===== config.mk =====
export PLATFORM = sky130hd
export DESIGN_NAME = prog_counter_rtl
export DESIGN_NICKNAME = d
export VERILOG_FILES = /design/src/rtl/counter_pkg.sv /design/src/rtl/count_dp.sv /design/src/rtl/prescale_ctrl.sv /design/src/rtl/prog_counter_rtl.sv
export SDC_FILE = /design/constraint.sdc
export NUM_CORES = 1
export LEC_CHECK = 0
export CAP_MARGIN = 15
export CORE_MARGIN = 1.5
export CORE_UTILIZATION = 23
export DETAILED_ROUTE_END_ITERATION = 8
export HOLD_SLACK_MARGIN = 0.03
export RECOVER_POWER = 25
export SYNTH_ARGS = -nofsm -noshare
export SYNTH_HDL_FRONTEND = slang
export SYNTH_SLANG_ARGS = --single-unit

===== constraint.sdc =====
create_clock -name clk_21 -period 5.75 [get_ports clk_21]
set_input_delay 1.725 -clock clk_21 [delete_from_list [all_inputs] [get_ports clk_21]]
set_output_delay 1.725 -clock clk_21 [all_outputs]
set_load 0.01 [all_outputs]

===== src/rtl/counter_pkg.sv =====
// counter_pkg: shared definitions for the counter family.
//   DIR_UP / DIR_DOWN   : values of the direction input.
//   MODE_WRAP / MODE_SAT: values of the boundary-mode input.
//   next_count()        : one step of an up/down counter bounded by 0..max_count.
//                         Works on a 32-bit container so counters of any width
//                         up to 32 bits can reuse it.
package counter_pkg;

  localparam logic DIR_UP    = 1'b1;
  localparam logic DIR_DOWN  = 1'b0;
  localparam logic MODE_WRAP = 1'b0;
  localparam logic MODE_SAT  = 1'b1;

  localparam int CNT_W_MAX = 32;

  typedef struct packed {
    logic [CNT_W_MAX-1:0] count;
    logic                 tc;
  } step_res_t;

  // One step; the boundary test is done before any add/subtract, so the
  // result never leaves 0..max_count and never overflows the caller's width.
  function automatic step_res_t next_count(
    input logic [CNT_W_MAX-1:0] count,
    input logic [CNT_W_MAX-1:0] max_count,
    input logic                 up,
    input logic                 sat
  );
    step_res_t res;
    res.count = count;
    res.tc    = 1'b0;
    if (up == DIR_UP) begin
      if (count < max_count) begin
        res.count = count + 32'd1;
        res.tc    = 1'b0;
      end else begin
        res.count = (sat == MODE_SAT) ? max_count : 32'd0;
        res.tc    = 1'b1;
      end
    end else begin
      if (count != 32'd0) begin
        res.count = count - 32'd1;
        res.tc    = 1'b0;
      end else begin
        res.count = (sat == MODE_SAT) ? 32'd0 : max_count;
        res.tc    = 1'b1;
      end
    end
    return res;
  endfunction

endpackage


===== src/rtl/count_dp.sv =====
// count_dp: count and terminal-count registers plus next-count selection.
// Priority at each edge: reset > load > step > hold.
//   clk_21, rst_21   in  : clock and synchronous active-high reset.
//   tick_21          in  : step strobe from the prescaler.
//   up_21, sat_21    in  : direction and boundary mode, used on step edges.
//   load_21          in  : synchronous load, value clamped to MAX_COUNT.
//   load_val_21      in  : load value.
//   count_21         out : registered count.
//   tc_21            out : registered terminal-count pulse.
module count_dp
  import counter_pkg::*;
#(
  parameter int SIZE      = 8,
  parameter int MAX_COUNT = 2**SIZE - 1
) (
  input  logic            clk_21,
  input  logic            rst_21,
  input  logic            tick_21,
  input  logic            up_21,
  input  logic            sat_21,
  input  logic            load_21,
  input  logic [SIZE-1:0] load_val_21,
  output logic [SIZE-1:0] count_21,
  output logic            tc_21
);

  localparam logic [SIZE-1:0] MAX_C = SIZE'(MAX_COUNT);

  logic [SIZE-1:0] count_r;
  logic            tc_r;
  logic [SIZE-1:0] count_nxt_s;
  logic            tc_nxt_s;
  step_res_t       step_s;

  // Step result from the shared function; the upper container bits are
  // always zero because results stay within 0..MAX_COUNT.
  assign step_s = next_count(32'(count_r), 32'(MAX_C), up_21, sat_21);

  generate
    if (SIZE < CNT_W_MAX) begin : g_hi
      logic unused_hi_s;
      assign unused_hi_s = ^step_s.count[CNT_W_MAX-1:SIZE];
    end
  endgenerate

  // Next count / terminal count selection.
  always_comb begin
    count_nxt_s = count_r;
    tc_nxt_s    = 1'b0;
    if (load_21) begin
      count_nxt_s = (load_val_21 > MAX_C) ? MAX_C : load_val_21;
      tc_nxt_s    = 1'b0;
    end else if (tick_21) begin
      count_nxt_s = step_s.count[SIZE-1:0];
      tc_nxt_s    = step_s.tc;
    end else begin
      count_nxt_s = count_r;
      tc_nxt_s    = 1'b0;
    end
  end

  // Count and terminal-count registers.
  always_ff @(posedge clk_21) begin
    if (rst_21) begin
      count_r <= {SIZE{1'b0}};
      tc_r    <= 1'b0;
    end else begin
      count_r <= count_nxt_s;
      tc_r    <= tc_nxt_s;
    end
  end

  assign count_21 = count_r;
  assign tc_21    = tc_r;

endmodule


===== src/rtl/prescale_ctrl.sv =====
// prescale_ctrl: turns a held enable into a one-cycle step strobe every
// PRESCALE consecutive enabled cycles. Dropping the enable discards any
// partial run.
//   clk_21  in  : clock, rising edge.
//   rst_21  in  : synchronous reset, active high.
//   enb_21  in  : count enable.
//   tick_21 out : registered step strobe.
module prescale_ctrl
  import counter_pkg::*;
#(
  parameter int PRESCALE = 3
) (
  input  logic clk_21,
  input  logic rst_21,
  input  logic enb_21,
  output logic tick_21
);

  localparam int PRE_W = (PRESCALE > 1) ? $clog2(PRESCALE) : 1;
  localparam logic [PRE_W-1:0] PRE_LAST = PRE_W'(PRESCALE - 1);

  logic [PRE_W-1:0] pre_cnt_r;
  logic [PRE_W-1:0] pre_cnt_nxt_s;
  logic             tick_r;
  logic             tick_nxt_s;

  // Next prescaler count and strobe.
  always_comb begin
    pre_cnt_nxt_s = {PRE_W{1'b0}};
    tick_nxt_s    = 1'b0;
    if (!enb_21) begin
      pre_cnt_nxt_s = {PRE_W{1'b0}};
      tick_nxt_s    = 1'b0;
    end else if (pre_cnt_r == PRE_LAST) begin
      pre_cnt_nxt_s = {PRE_W{1'b0}};
      tick_nxt_s    = 1'b1;
    end else begin
      pre_cnt_nxt_s = pre_cnt_r + {{(PRE_W-1){1'b0}}, 1'b1};
      tick_nxt_s    = 1'b0;
    end
  end

  // Prescaler state and strobe registers.
  always_ff @(posedge clk_21) begin
    if (rst_21) begin
      pre_cnt_r <= {PRE_W{1'b0}};
      tick_r    <= 1'b0;
    end else begin
      pre_cnt_r <= pre_cnt_nxt_s;
      tick_r    <= tick_nxt_s;
    end
  end

  assign tick_21 = tick_r;

endmodule


===== src/rtl/prog_counter_rtl.sv =====
// prog_counter_rtl: prescaled up/down counter, modulo MAX_COUNT+1, wrap or
// saturate, with synchronous load and terminal-count pulse.
//   clk_21      in  : clock, rising edge.
//   rst_21      in  : synchronous reset, active high.
//   enb_21      in  : count enable.
//   up_21       in  : 1 = up, 0 = down.
//   sat_21      in  : 1 = saturate, 0 = wrap.
//   load_21     in  : synchronous load strobe.
//   load_val_21 in  : load value.
//   count_21    out : registered count.
//   tick_21     out : registered step strobe.
//   tc_21       out : registered terminal-count pulse.
module prog_counter_rtl
  import counter_pkg::*;
#(
  parameter int SIZE      = 8,
  parameter int PRESCALE  = 3,
  parameter int MAX_COUNT = 2**SIZE - 1
) (
  input  logic            clk_21,
  input  logic            rst_21,
  input  logic            enb_21,
  input  logic            up_21,
  input  logic            sat_21,
  input  logic            load_21,
  input  logic [SIZE-1:0] load_val_21,
  output logic [SIZE-1:0] count_21,
  output logic            tick_21,
  output logic            tc_21
);

  logic tick_s;

  prescale_ctrl #(
    .PRESCALE (PRESCALE)
  ) u_prescale_ctrl (
    .clk_21  (clk_21),
    .rst_21  (rst_21),
    .enb_21  (enb_21),
    .tick_21 (tick_s)
  );

  count_dp #(
    .SIZE      (SIZE),
    .MAX_COUNT (MAX_COUNT)
  ) u_count_dp (
    .clk_21      (clk_21),
    .rst_21      (rst_21),
    .tick_21     (tick_s),
    .up_21       (up_21),
    .sat_21      (sat_21),
    .load_21     (load_21),
    .load_val_21 (load_val_21),
    .count_21    (count_21),
    .tc_21       (tc_21)
  );

  assign tick_21 = tick_s;

endmodule


==> results.toml <==
[synthesis]
synth.most_common_cell = "dfxtp_1"
yosysSeqAreaShare = 0.2500
syn_avg_cell_area_sq_um = 7.449
synthCells = 129
ys_top_cells_by_area = "dfxtp_1 25%, a21oi_1 5.2%, ha_1 5.2%"
ys.flop_type = "dfxtp_1"
synth_cell_types = 43
synth_fp_nets = 147
netlist_area_sq_um = 960.9
synth_commonest_cells = "12 x dfxtp_1, 11 x inv_1, 11 x nor2_1"
yosysWarnings = 0
synthArstFlopShare = 0
synth_edf_count = 0
synth_seq_cells = 12
yosys.area.top_type = "dfxtp_1"
synth_top_area_frac = 0.2500

[setup_path]
critPathSlowestCell = "clkdlybuf4s50_1"
arrival_ps = 3730
ff2ff_setup_slack_ps = 3490
worstSetupStartpointType = "input pin"
crit_required_ps = 5860
reg2reg_from = "u_count_dp.count_21[0]"
r2r_end = "u_count_dp.count_21[6]"
r2r_cells = 7
critPathMaxFanout = 20
cpLargestDelayFamily = "compound AO/OA/AOI/OAI gates"
cp-end-kind = "register"
crit_type = "input pin to register"
max_stage_delay_ps = 870
crit_chain = "clkdlybuf4s50_1 -> nor2_1 -> a221oi_1 -> a41o_1 -> a21oi_1"
critPathBufInv = 1

[outcome]
status = "complete, no violations"

[sta]
hold_slack_ps = 407.6
relSlewSlack = 0.5022
final-max-slew-violation-count = 0
fin_crit_sh = 0.6295
fin_tns_setup_ps = 0
rsz0062_at_grt = "false"
fmax_ghz = 0.2763
tightest_slew_ps = 746.7
setup_viol = 0
skew_ps = 5.741
finalHoldViolCount = 0
min_period_ps = 3619

[routing]
wl_per_cell_um = 14.09
first_pass_iters = 4
vias = 1052
drc = 0
drtIter0Drc = 48
ant_nets = 0
routed_wl_mm = 2.762
vias_per_cell = 5.367

[floorplan]
chipHeight_um = 67.64
ios = 24
die_area_sq_mm = 0.004574
rows = 23
die_w_um = 67.64
coreArea_sq_mm = 0.004000
initial_utilization = 0.2402

[finish]
area_delta_synth_final_pct = 31.38
drive_above_1_share = 0.05479
final_nets = 165
diodes = 0

[global_routing]
grt.total_usage = 0.1283
antenna_found_initial = 0
grt_pass1_vias = 901
grt_max_degree = 21
grt_overflow_total = 0
grt_pass1_wl_mm = 4.478

[clock_tree]
htreeDepth = 1
cts_buffers = 3
cts_tree = "built"
cts-root-buf = "clkbuf_8"
worstSkewPairLatency_ps = 240
clkTransAtPathRegs_ps = 60
post_cts.repair.setup_buffers = 0
ctsResizeCount = 0
cts_sinks = 12
hold_buffers = 0
clk_path_buf_depth = 2

[placement]
dp_hpwl_mm = 2.020
gp_congestion = 0.8225
portBuffers = 23

[power]
ir_worst_vdd_mv = 0.1082
power.leakage_nw = 0.4857
powerDensity_mw_per_mm2 = 201.7

[flow_run]
max_cap_viol_count = 0

[min_path]
hold_depth = 1
hold_class = "register to register"
hold_end = "u_prescale_ctrl.pre_cnt_r[0]"
holdCritStartpoint = "u_prescale_ctrl.pre_cnt_r[0]"
[worst max-delay path by stage]
stage	cells after the start	end	slack [ps]	startpoint
2_1_floorplan	5	u_count_dp.count_21[6]	2780	up_21
3_5_place_dp	5	u_count_dp.count_21[0]	1860	up_21
4_1_cts	5	u_count_dp.count_21[6]	2130	up_21
6_report	5	u_count_dp.count_21[6]	2130	up_21
3_3_place_gp	5	u_count_dp.count_21[6]	1870	up_21
5_1_grt	5	u_count_dp.count_21[0]	1810	up_21
[flip-flops by register name (all words and copies together), names as in the netlist]
signal and count:
u_count_dp.count_21 8, u_prescale_ctrl.tick_21 1, u_count_dp.tc_21 1, u_prescale_ctrl.pre_cnt_r 2
[per-layer routing]
metal | global-route usage | share of wire | vias up
li1 | - | - | 524
met3 | 0.04167 | 0.091 | 0
met5 | 0 | 0 | -
met1 | 0.1892 | 0.46 | 483
met2 | 0.1777 | 0.45 | 45
met4 | 0.02806 | 0 | 0
[where the power goes]
group / leakage (nW) / internal, mW / switching (mW)
clock network: 0.0288 / 0.0605 / 0.0320
registers: 0.0987 / 0.0878 / 0.0105
logic: 0.358 / 0.0330 / 0.0309
total: 0.486 / 0.181 / 0.0734
[layout make-up]
class / instances / area, sq um
Timing Repair Buffer: 23 / 230.2
Fill cell: 433 / 2738
Sequential cell: 12 / 240.2
Clock buffer: 4 / 55.05
Inverter: 11 / 41.29
Multi-Input combinational cell: 96 / 633.1
Tap cell: 50 / 62.56
[stage by stage]
| stage | power, mW | setup slack [ps] | cells | util | instance area [sq um] |
|---|---|---|---|---|---|
| 6_report | 0.2546 | 2131 | 196 | 0.3156 | 1262 |
| 5_1_grt | 0.2696 | 1810 | 196 | 0.3156 | 1262 |
| 4_1_cts | 0.2579 | 2128 | 196 | 0.3156 | 1262 |
| 3_5_place_dp | 0.1636 | 1859 | 192 | 0.3018 | 1207 |
| 3_3_place_gp | 0.1639 | 1875 | 192 | 0.3018 | 1207 |
| 2_1_floorplan | 0.1387 | 2783 | 129 | - | 960.9 |
[cells by family (layout without fill, tap and decap cells)]
group,count (synthesis),in the layout,share of synthesized area
and+or+nand+nor,48,48,0.2786
AOI/OAI and AO/OA,40,40,0.2891
buffers and inverters,21,38,0.09114
DFF,12,12,0.2500
adders and majority gates,4,4,0.05209
xor gates and xnor gates,2,2,0.01823
muxes,2,2,0.02083
[layout by cell type (no fill, tap or decap), types with 3 or more instances in the layout]
master | Yosys | routed
nand2_1 | 9 | 9
a221o_1 | 3 | 3
a31oi_1 | 3 | 3
a21oi_1 | 10 | 10
dfxtp_1 | 12 | 12
dlygate4sd3_1 | 0 | 3
clkdlybuf4s50_1 | 0 | 20
nand4_1 | 7 | 7
o21ai_0 | 5 | 5
inv_1 | 11 | 11
nor2_1 | 11 | 11
clkbuf_8 | 0 | 4
o31ai_1 | 4 | 4
nand3_1 | 3 | 3
ha_1 | 4 | 4
nor3_1 | 5 | 5
Power figures use the tool's default switching activity.
